## src/rtl/ud_counter_191_pkg.sv

```systemverilog
// Shared constants for the ud_counter_191 up/down counter and its per-bit cell.
package ud_counter_191_pkg;

    // Direction encoding on the DU input.
    localparam logic DIR_UP   = 1'b0;
    localparam logic DIR_DOWN = 1'b1;

    // Width limits and default counter width.
    localparam int unsigned DEFAULT_WIDTH = 4;
    localparam int unsigned WIDTH_MIN     = 2;
    localparam int unsigned WIDTH_MAX     = 16;

endpackage

```

## src/rtl/ud_cell.sv

```systemverilog
// One bit of the up/down counter: async-reset flop with load mux and toggle input.
module ud_cell (
    input  logic cp,
    input  logic rst,
    input  logic ld,
    input  logic d,
    input  logic t,
    output logic q
);

    logic q_q;
    logic q_d;

    // Load wins over toggle; with neither, the bit holds.
    always_comb begin
        q_d = q_q;
        if (ld) begin
            q_d = d;
        end else if (t) begin
            q_d = ~q_q;
        end
    end

    // Bit storage, cleared immediately by reset.
    always_ff @(posedge cp or posedge rst) begin
        if (rst) begin
            q_q <= 1'b0;
        end else begin
            q_q <= q_d;
        end
    end

    assign q = q_q;

endmodule

```

## src/rtl/ud_counter_191.sv

```systemverilog
// Synchronous presettable up/down counter with terminal-count, cascade and wrap outputs.
module ud_counter_191
    import ud_counter_191_pkg::*;
#(
    parameter int unsigned WIDTH = DEFAULT_WIDTH
) (
    input  logic             CP,
    input  logic             RST,
    input  logic             LD,
    input  logic             EN,
    input  logic             DU,
    input  logic [WIDTH-1:0] D,
    output logic [WIDTH-1:0] Q,
    output logic [WIDTH-1:0] QR,
    output logic             MAXMIN,
    output logic             TC,
    output logic             WRAP
);

    if ((WIDTH < WIDTH_MIN) || (WIDTH > WIDTH_MAX)) begin : g_bad_width
        $error("ud_counter_191: WIDTH out of range");
    end

    logic [WIDTH-1:0] count;
    logic [WIDTH-1:0] match;
    logic [WIDTH-1:0] tgl;
    logic             at_max;
    logic             at_min;
    logic             maxmin;
    logic             tc;
    logic             wrap_q;

    // A bit "matches" when it lets a carry (up) or borrow (down) ripple past it.
    always_comb begin
        match = (DU == DIR_DOWN) ? ~count : count;
    end

    // Toggle chain: bit i flips when counting and every lower bit matches.
    always_comb begin
        logic run;
        tgl = '0;
        run = EN;
        for (int i = 0; i < WIDTH; i++) begin
            tgl[i] = run;
            run    = run & match[i];
        end
    end

    for (genvar i = 0; i < WIDTH; i++) begin : g_cell
        ud_cell u_cell (
            .cp  (CP),
            .rst (RST),
            .ld  (LD),
            .d   (D[i]),
            .t   (tgl[i]),
            .q   (count[i])
        );
    end

    // Terminal-count detection follows DU combinationally.
    always_comb begin
        at_max = &count;
        at_min = ~|count;
        maxmin = (DU == DIR_DOWN) ? at_min : at_max;
        tc     = maxmin & EN & ~LD;
    end

    // A wrap happens exactly on an edge where the cascade output was high.
    always_ff @(posedge CP or posedge RST) begin
        if (RST) begin
            wrap_q <= 1'b0;
        end else begin
            wrap_q <= tc;
        end
    end

    assign Q      = count;
    assign QR     = ~count;
    assign MAXMIN = maxmin;
    assign TC     = tc;
    assign WRAP   = wrap_q;

endmodule
```

## config.mk

```make
export PLATFORM = sky130hd
export DESIGN_NAME = ud_counter_191
export DESIGN_NICKNAME = d
export VERILOG_FILES = /design/src/rtl/ud_counter_191_pkg.sv /design/src/rtl/ud_cell.sv /design/src/rtl/ud_counter_191.sv
export SDC_FILE = /design/constraint.sdc
export NUM_CORES = 1
export LEC_CHECK = 0
export CAP_MARGIN = 30
export CORE_MARGIN = 3
export CORE_UTILIZATION = 30
export DETAILED_ROUTE_END_ITERATION = 8
export PLACE_DENSITY_LB_ADDON = 0.1
export SYNTH_ARGS = -nofsm -noshare
export SYNTH_HDL_FRONTEND = slang
export SYNTH_SLANG_ARGS = --single-unit
```

## constraint.sdc

```tcl
create_clock -name CP -period 1.65 [get_ports CP]
set_clock_uncertainty 0.15 [all_clocks]
set_input_delay 0.2475 -clock CP [delete_from_list [all_inputs] [get_ports CP]]
set_output_delay 0.2475 -clock CP [all_outputs]
set_load 0.05 [all_outputs]
```

==> results.yml, run 1 <==
grt:
  grt_usage_pct: 12.85
  grt_pass1_vias: 394
  grt_max_degree: 9
  grt_pass1_wl_mm: 1.669
  antenna_found_initial: 0
  grt-ovfl-total: 0
routing:
  drt_iter0_markers: 4
  dr.pass1.iters: 4
  vias_per_cell: 4.929
  dr_total_vias: 414
  antenna_left: 0
  wl_mm: 1.077
  wire_per_inst_um: 12.82
  route.detailed.drc: 0
synth:
  yosysTopAreaCell: "dfrtp_1"
  synth_async_sr_flop_share_pct: 100.0
  syn-num-nets: 53
  netlist_area_um2: 389.1
  syn_inst: 44
  synth.yosys.warnings: 0
  ys_top_cells_by_count: "5 x dfrtp_1, 5 x inv_1, 5 x nand3_1"
  synth_area_leaders: "dfrtp_1 32%, buf_4 7.7%, nand4bb_4 7.1%"
  synth-seq-area-share_pct: 32.15
  avgSynthCellArea_um2: 8.844
  synth_top_area_share_pct: 32.15
  ys_types: 23
  synth_ff_type: "dfrtp_1"
  synth_edf_count: 0
  synth_seq_cells: 5
critical_path:
  worstPathArrival_ns: 1.33
  max_stage_delay_ns: 0.43
  rr_worst_depth: 5
  cp_slowest_cell: "dfrtp_2"
  critPathRequiredTime_ns: 1.25
  path_cells: "nor3b_4, nand3_2, a21oi_4, buf_12"
  worst_setup_path_end_kind: "output port"
  crit_type: "reg2out"
  start_kind: "register"
  cp_max_fo: 3
  crit_family: "flip-flops"
  cp.depth: 4
  r2r_slack_ns: 0.04
  cp_num_buf_inv: 1
timing:
  finalHoldViolCount: 0
  rsz0062_at_grt: "true"
  postLayoutSetupSlackWorst_ns: -0.07258
  finalCriticalPeriod_ns: 1.723
  worst_hold_slack_ns: 0.06155
  relSlewSlack_pct: 83.65
  slew_violations: 0
  timing.fmax_ghz: 0.5805
  period_share_pct: 104.4
  max_slew.worst_pin.slew_ns: 0.2435
  final-setup-viol-count: 1
place:
  postPlaceCellArea_um2: 729.5
  place_congestion: 0.8132
  io_buffers: 19
  numPlacedInstances: 78
  hpwl_um: 806.6
final_layout:
  syn2layout_area_growth_pct: 108.7
  multiInputGateArea_um2: 255.2
  nets: 80
  fillers: 82
  seq_area_um2: 130.1
  drive_above_1_share_pct: 57.14
  design_area_um2: 812.0
  instances_no_fill: 84
  num_antenna_cells: 0
clocking:
  cts_hold_buffers: 0
  cts_buffer_depth: 2
  cts_sinks: 5
  numCtsBuffers: 3
  root_buffer: "clkbuf_4"
  ctsHtreeMaxLevel: 1
  clk_pin_slew_ns: 0.04
  clk_latency_ns: 0.24
  cts_tree: "done"
floorplan:
  die-area_um2: 1765
  dieHeight_um: 42.02
  die_w_um: 42.02
  num_rows: 12
  io_pins: 20
  start_util_pct: 33.66
  core_um2: 1156
pwr:
  seqPwrFrac_pct: 24.8
  power.internal_mw: 0.4337
  total_power_mw: 0.7161
  vdd_drop_max_mv: 0.5347
  power_frac_comb_pct: 56.0
  pwr-share-clk_pct: 19.2
  p_per_area_nw_per_um2: 881.9
  power.switching_mw: 0.2824
  swShare_pct: 39.44
  power.leakage_nw: 0.3429
status:
  violations: "setup timing"
  status: "finished with violations"
flow_run:
  drv_cap: 0
min_path:
  hold_class: "in2async"
## registers in the layout, indices dropped and copies added, names as in the netlist
register,flops
g_cell.u_cell.q,4
WRAP,1
## layout make-up
| class | count | area share [%] |
|---|---|---|
| Clock buffer | 4 | 3.236 |
| Tap cell | 14 | 2.157 |
| Inverter | 5 | 3.236 |
| Sequential cell | 5 | 16.02 |
| Timing Repair Buffer | 28 | 43.91 |
| Multi-Input combinational cell | 28 | 31.43 |
## layer usage
layer / GRT usage [%] / vias up / part of all wire [%]
met1: 11.84 / 189 / 34
met3: 3.004 / 4 / 8.4
met4: 12.42 / 0 / 2.9
li1: - / 200 / -
met2: 22.53 / 21 / 55
met5: 0 / - / 0
## worst paths after layout
path	start	end
hold reg to reg	g_cell[1].u_cell.q$_DFFE_PP0P_	WRAP$_DFF_PP0_
setup reg to reg	g_cell[1].u_cell.q$_DFFE_PP0P_	g_cell[3].u_cell.q$_DFFE_PP0P_
setup / recovery	g_cell[1].u_cell.q$_DFFE_PP0P_	TC
max in group asynchronous	RST	g_cell[3].u_cell.q$_DFFE_PP0P_
hold / removal	RST	WRAP$_DFF_PP0_
min in group CP	D[1]	g_cell[1].u_cell.q$_DFFE_PP0P_
## logic make-up (layout without fill, tap and decap cells)
group,count (synthesis),count (layout),synth area share [%]
simple gates,19,19,34.09
compound gates,6,6,12.22
xor+xnor,3,3,6.754
buf+inv,11,37,14.79
flops,5,5,32.15
## cells in the final DEF, fill, tap and decap left out, types with 2 or more instances in the layout
cell type | Yosys | routed
a211o_2 | 2 | 2
buf_12 | 0 | 10
buf_4 | 4 | 9
clkbuf_4 | 0 | 3
clkdlybuf4s50_1 | 0 | 6
clkinvlp_4 | 0 | 2
dfrtp_2 | 0 | 4
dlygate4sd2_1 | 0 | 2
inv_1 | 5 | 2
nand2_1 | 4 | 3
nand3_1 | 5 | 3
nand4b_1 | 2 | 2
xnor2_1 | 2 | 2
## stage by stage
stage | TNS (ns) | setup WS, ns | util [%]
global placement | -0.7746 | -0.2924 | 63.10
global route | -0.2537 | -0.1443 | 70.24
CTS | -0.08013 | -0.07881 | 68.72
detailed placement | -0.8346 | -0.2886 | 63.10
finish | -0.07258 | -0.07258 | 70.24
floorplan | 0 | 0.005217 | -
## power groups by stage
stage | logic [mW] | registers [mW] | clock network (mW)
2_1_floorplan | 0.208 | 0.159 | 0
4_1_cts | 0.396 | 0.175 | 0.142
3_5_place_dp | 0.384 | 0.167 | 0
6_report | 0.401 | 0.178 | 0.137
5_1_grt | 0.417 | 0.181 | 0.155
3_3_place_gp | 0.381 | 0.167 | 0
## timing repair
item,4_1_cts,5_1_grt
buffers inserted,1,1
resized for setup,11,4
cloned,0,0
setup endpoints to repair,2,4
endpoints found under the hold margin,0,0
pin swaps,3,1
No activity file was read; power rests on OpenSTA's default activity.
==> run 2: changes to the inputs <==
Settings changed: TNS_END_PERCENT set to 5.
==> run 2 against run 1 <==
Effect of this change:
- cell area down 2.0%
- die area is the same
- final cell count fell by 1.2%
- combinational power decreased by 2%
- sequential share of layout area rose by 0.33 points
- the run still ends with setup timing left
- worst hold slack improved by 0.0012 ns
- worst setup slack better by 0.0042 ns
- largest cell class unchanged
==> results.yml, run 2 (synthesis results as in run 1) <==
status:
  status: "finished with violations"
  violations: "setup timing"
timing:
  final-setup-viol-count: 1
  finalHoldViolCount: 0
  finalCriticalPeriod_ns: 1.718
  period_share_pct: 104.1
  rsz0062_at_grt: "true"
  worst_hold_slack_ns: 0.06276
  tns_ns: -0.06837
  slew_violations: 0
  timing.fmax_ghz: 0.5819
  max_slew.worst_pin.slew_ns: 0.2972
  relSlewSlack_pct: 80.14
  postLayoutSetupSlackWorst_ns: -0.06837
critical_path:
  path_cells: "nor3b_4, nand3_2, a21oi_4, buf_12"
  crit_family: "flip-flops"
  cp_slowest_cell: "dfrtp_2"
  max_stage_delay_ns: 0.43
  start_kind: "register"
  crit_type: "reg2out"
  cp_num_buf_inv: 1
  worstPathArrival_ns: 1.32
  cp_max_fo: 3
  critPathRequiredTime_ns: 1.25
  worst_setup_path_end_kind: "output port"
place:
  place_congestion: 0.8132
  postPlaceCellArea_um2: 729.5
  io_buffers: 19
  hpwl_um: 806.6
  numPlacedInstances: 78
routing:
  wl_mm: 1.015
  dr.pass1.iters: 2
  vias_per_cell: 4.892
  wire_per_inst_um: 12.23
  wl_met2_um: 566
  met3_wirelength_um: 78
  top_layer: "met4"
  drt_iter0_markers: 1
  wl_met1_um: 348
  antenna_left: 0
  dr_total_vias: 406
  route.detailed.drc: 0
clocking:
  cts_tree: "done"
  cts_buffer_depth: 2
  clk_pin_slew_ns: 0.04
  ctsHtreeMaxLevel: 1
  root_buffer: "clkbuf_4"
  cts_sinks: 5
  numCtsBuffers: 3
  clk_latency_ns: 0.23
  cts_hold_buffers: 0
pwr:
  seqPwrFrac_pct: 25.0
  power.internal_mw: 0.4299
  pwr-share-clk_pct: 19.2
  vdd_drop_max_mv: 0.5318
  power_frac_comb_pct: 55.8
  power.leakage_nw: 0.3370
  total_power_mw: 0.7068
  p_per_area_nw_per_um2: 888.3
  power.switching_mw: 0.2769
  swShare_pct: 39.18
final_layout:
  layout_common_cells: "10 x buf_12, 9 x buf_4, 6 x clkdlybuf4s50_1, 4 x dfrtp_2"
  final_common_cell: "buf_12"
  syn2layout_area_growth_pct: 104.5
  largest_register_ffs: 4
  drive_above_1_share_pct: 55.07
  nets: 79
  design_area_um2: 795.8
  instances_no_fill: 83
  num_antenna_cells: 0
grt:
  grt_pass1_wl_mm: 1.669
  grt_pass1_vias: 394
  grt_usage_pct: 12.85
  antenna_found_initial: 0
  grt_max_degree: 9
  grt-ovfl-total: 0
floorplan:
  core_um2: 1156
  start_util_pct: 33.66
  num_rows: 12
  io_pins: 20
  die_w_um: 42.02
  dieHeight_um: 42.02
  die-area_um2: 1765
flow_run:
  drv_cap: 0
min_path:
  hold_class: "in2async"
## run 2: path summary, 6_finish.rpt
| kind | from | to | slack [ns] | depth (start not counted) |
|---|---|---|---|---|
| max | g_cell[1].u_cell.q$_DFFE_PP0P_ | TC | -0.07 | 4 |
| min | RST | WRAP$_DFF_PP0_ | 0.06 | 2 |
| max reg2reg | g_cell[1].u_cell.q$_DFFE_PP0P_ | g_cell[3].u_cell.q$_DFFE_PP0P_ | 0.02 | 5 |
| min reg2reg | g_cell[1].u_cell.q$_DFFE_PP0P_ | WRAP$_DFF_PP0_ | 0.50 | 3 |
| max in group asynchronous | RST | g_cell[2].u_cell.q$_DFFE_PP0P_ | 1.10 | 2 |
| min in group CP | D[1] | g_cell[1].u_cell.q$_DFFE_PP0P_ | 0.42 | 3 |
## run 2: final cells by class
class                   instances  area (µm²)
clock buffers                   4       26.28
fillers                        85       360.3
inverters                       5       26.28
multi-input cells              28       250.2
flip-flops and latches          5       130.1
well taps                      14       17.52
repair buffers                 27       345.3
## run 2: power groups by stage
stage,clock network (mW),registers [mW],logic [mW]
after floorplan,0,0.159,0.208
after global placement,0,0.167,0.381
after detailed placement,0,0.167,0.384
after CTS,0.142,0.175,0.396
after global routing,0.156,0.180,0.410
final,0.135,0.177,0.394
## run 2: metal layers
layer	vias up	track usage, %
li1	198	-
met1	191	11.84
met2	15	22.53
met3	2	3.004
met4	0	12.42
met5	-	0
## run 2: stage by stage
| stage | setup WS, ns | util [%] |
|---|---|---|
| floorplan | 0.005217 | - |
| global placement | -0.2924 | 63.10 |
| detailed placement | -0.2886 | 63.10 |
| CTS | -0.07881 | 68.72 |
| global route | -0.1443 | 68.83 |
| finish | -0.06837 | 68.83 |
## run 2: worst register-to-register path, cell delays in order, from the launching register on
cell,delay [ns]
dfrtp_2,0.39
buf_4,0.13
buf_4,0.13
nand4b_1,0.18
and3_1,0.19
or3_1,0.33
## run 2: timing repair
item | 4_1_cts | 5_1_grt
pin swaps | 3 | 0
buffers inserted | 1 | 0
resized for setup | 11 | 2
endpoints found under the setup margin | 2 | 4
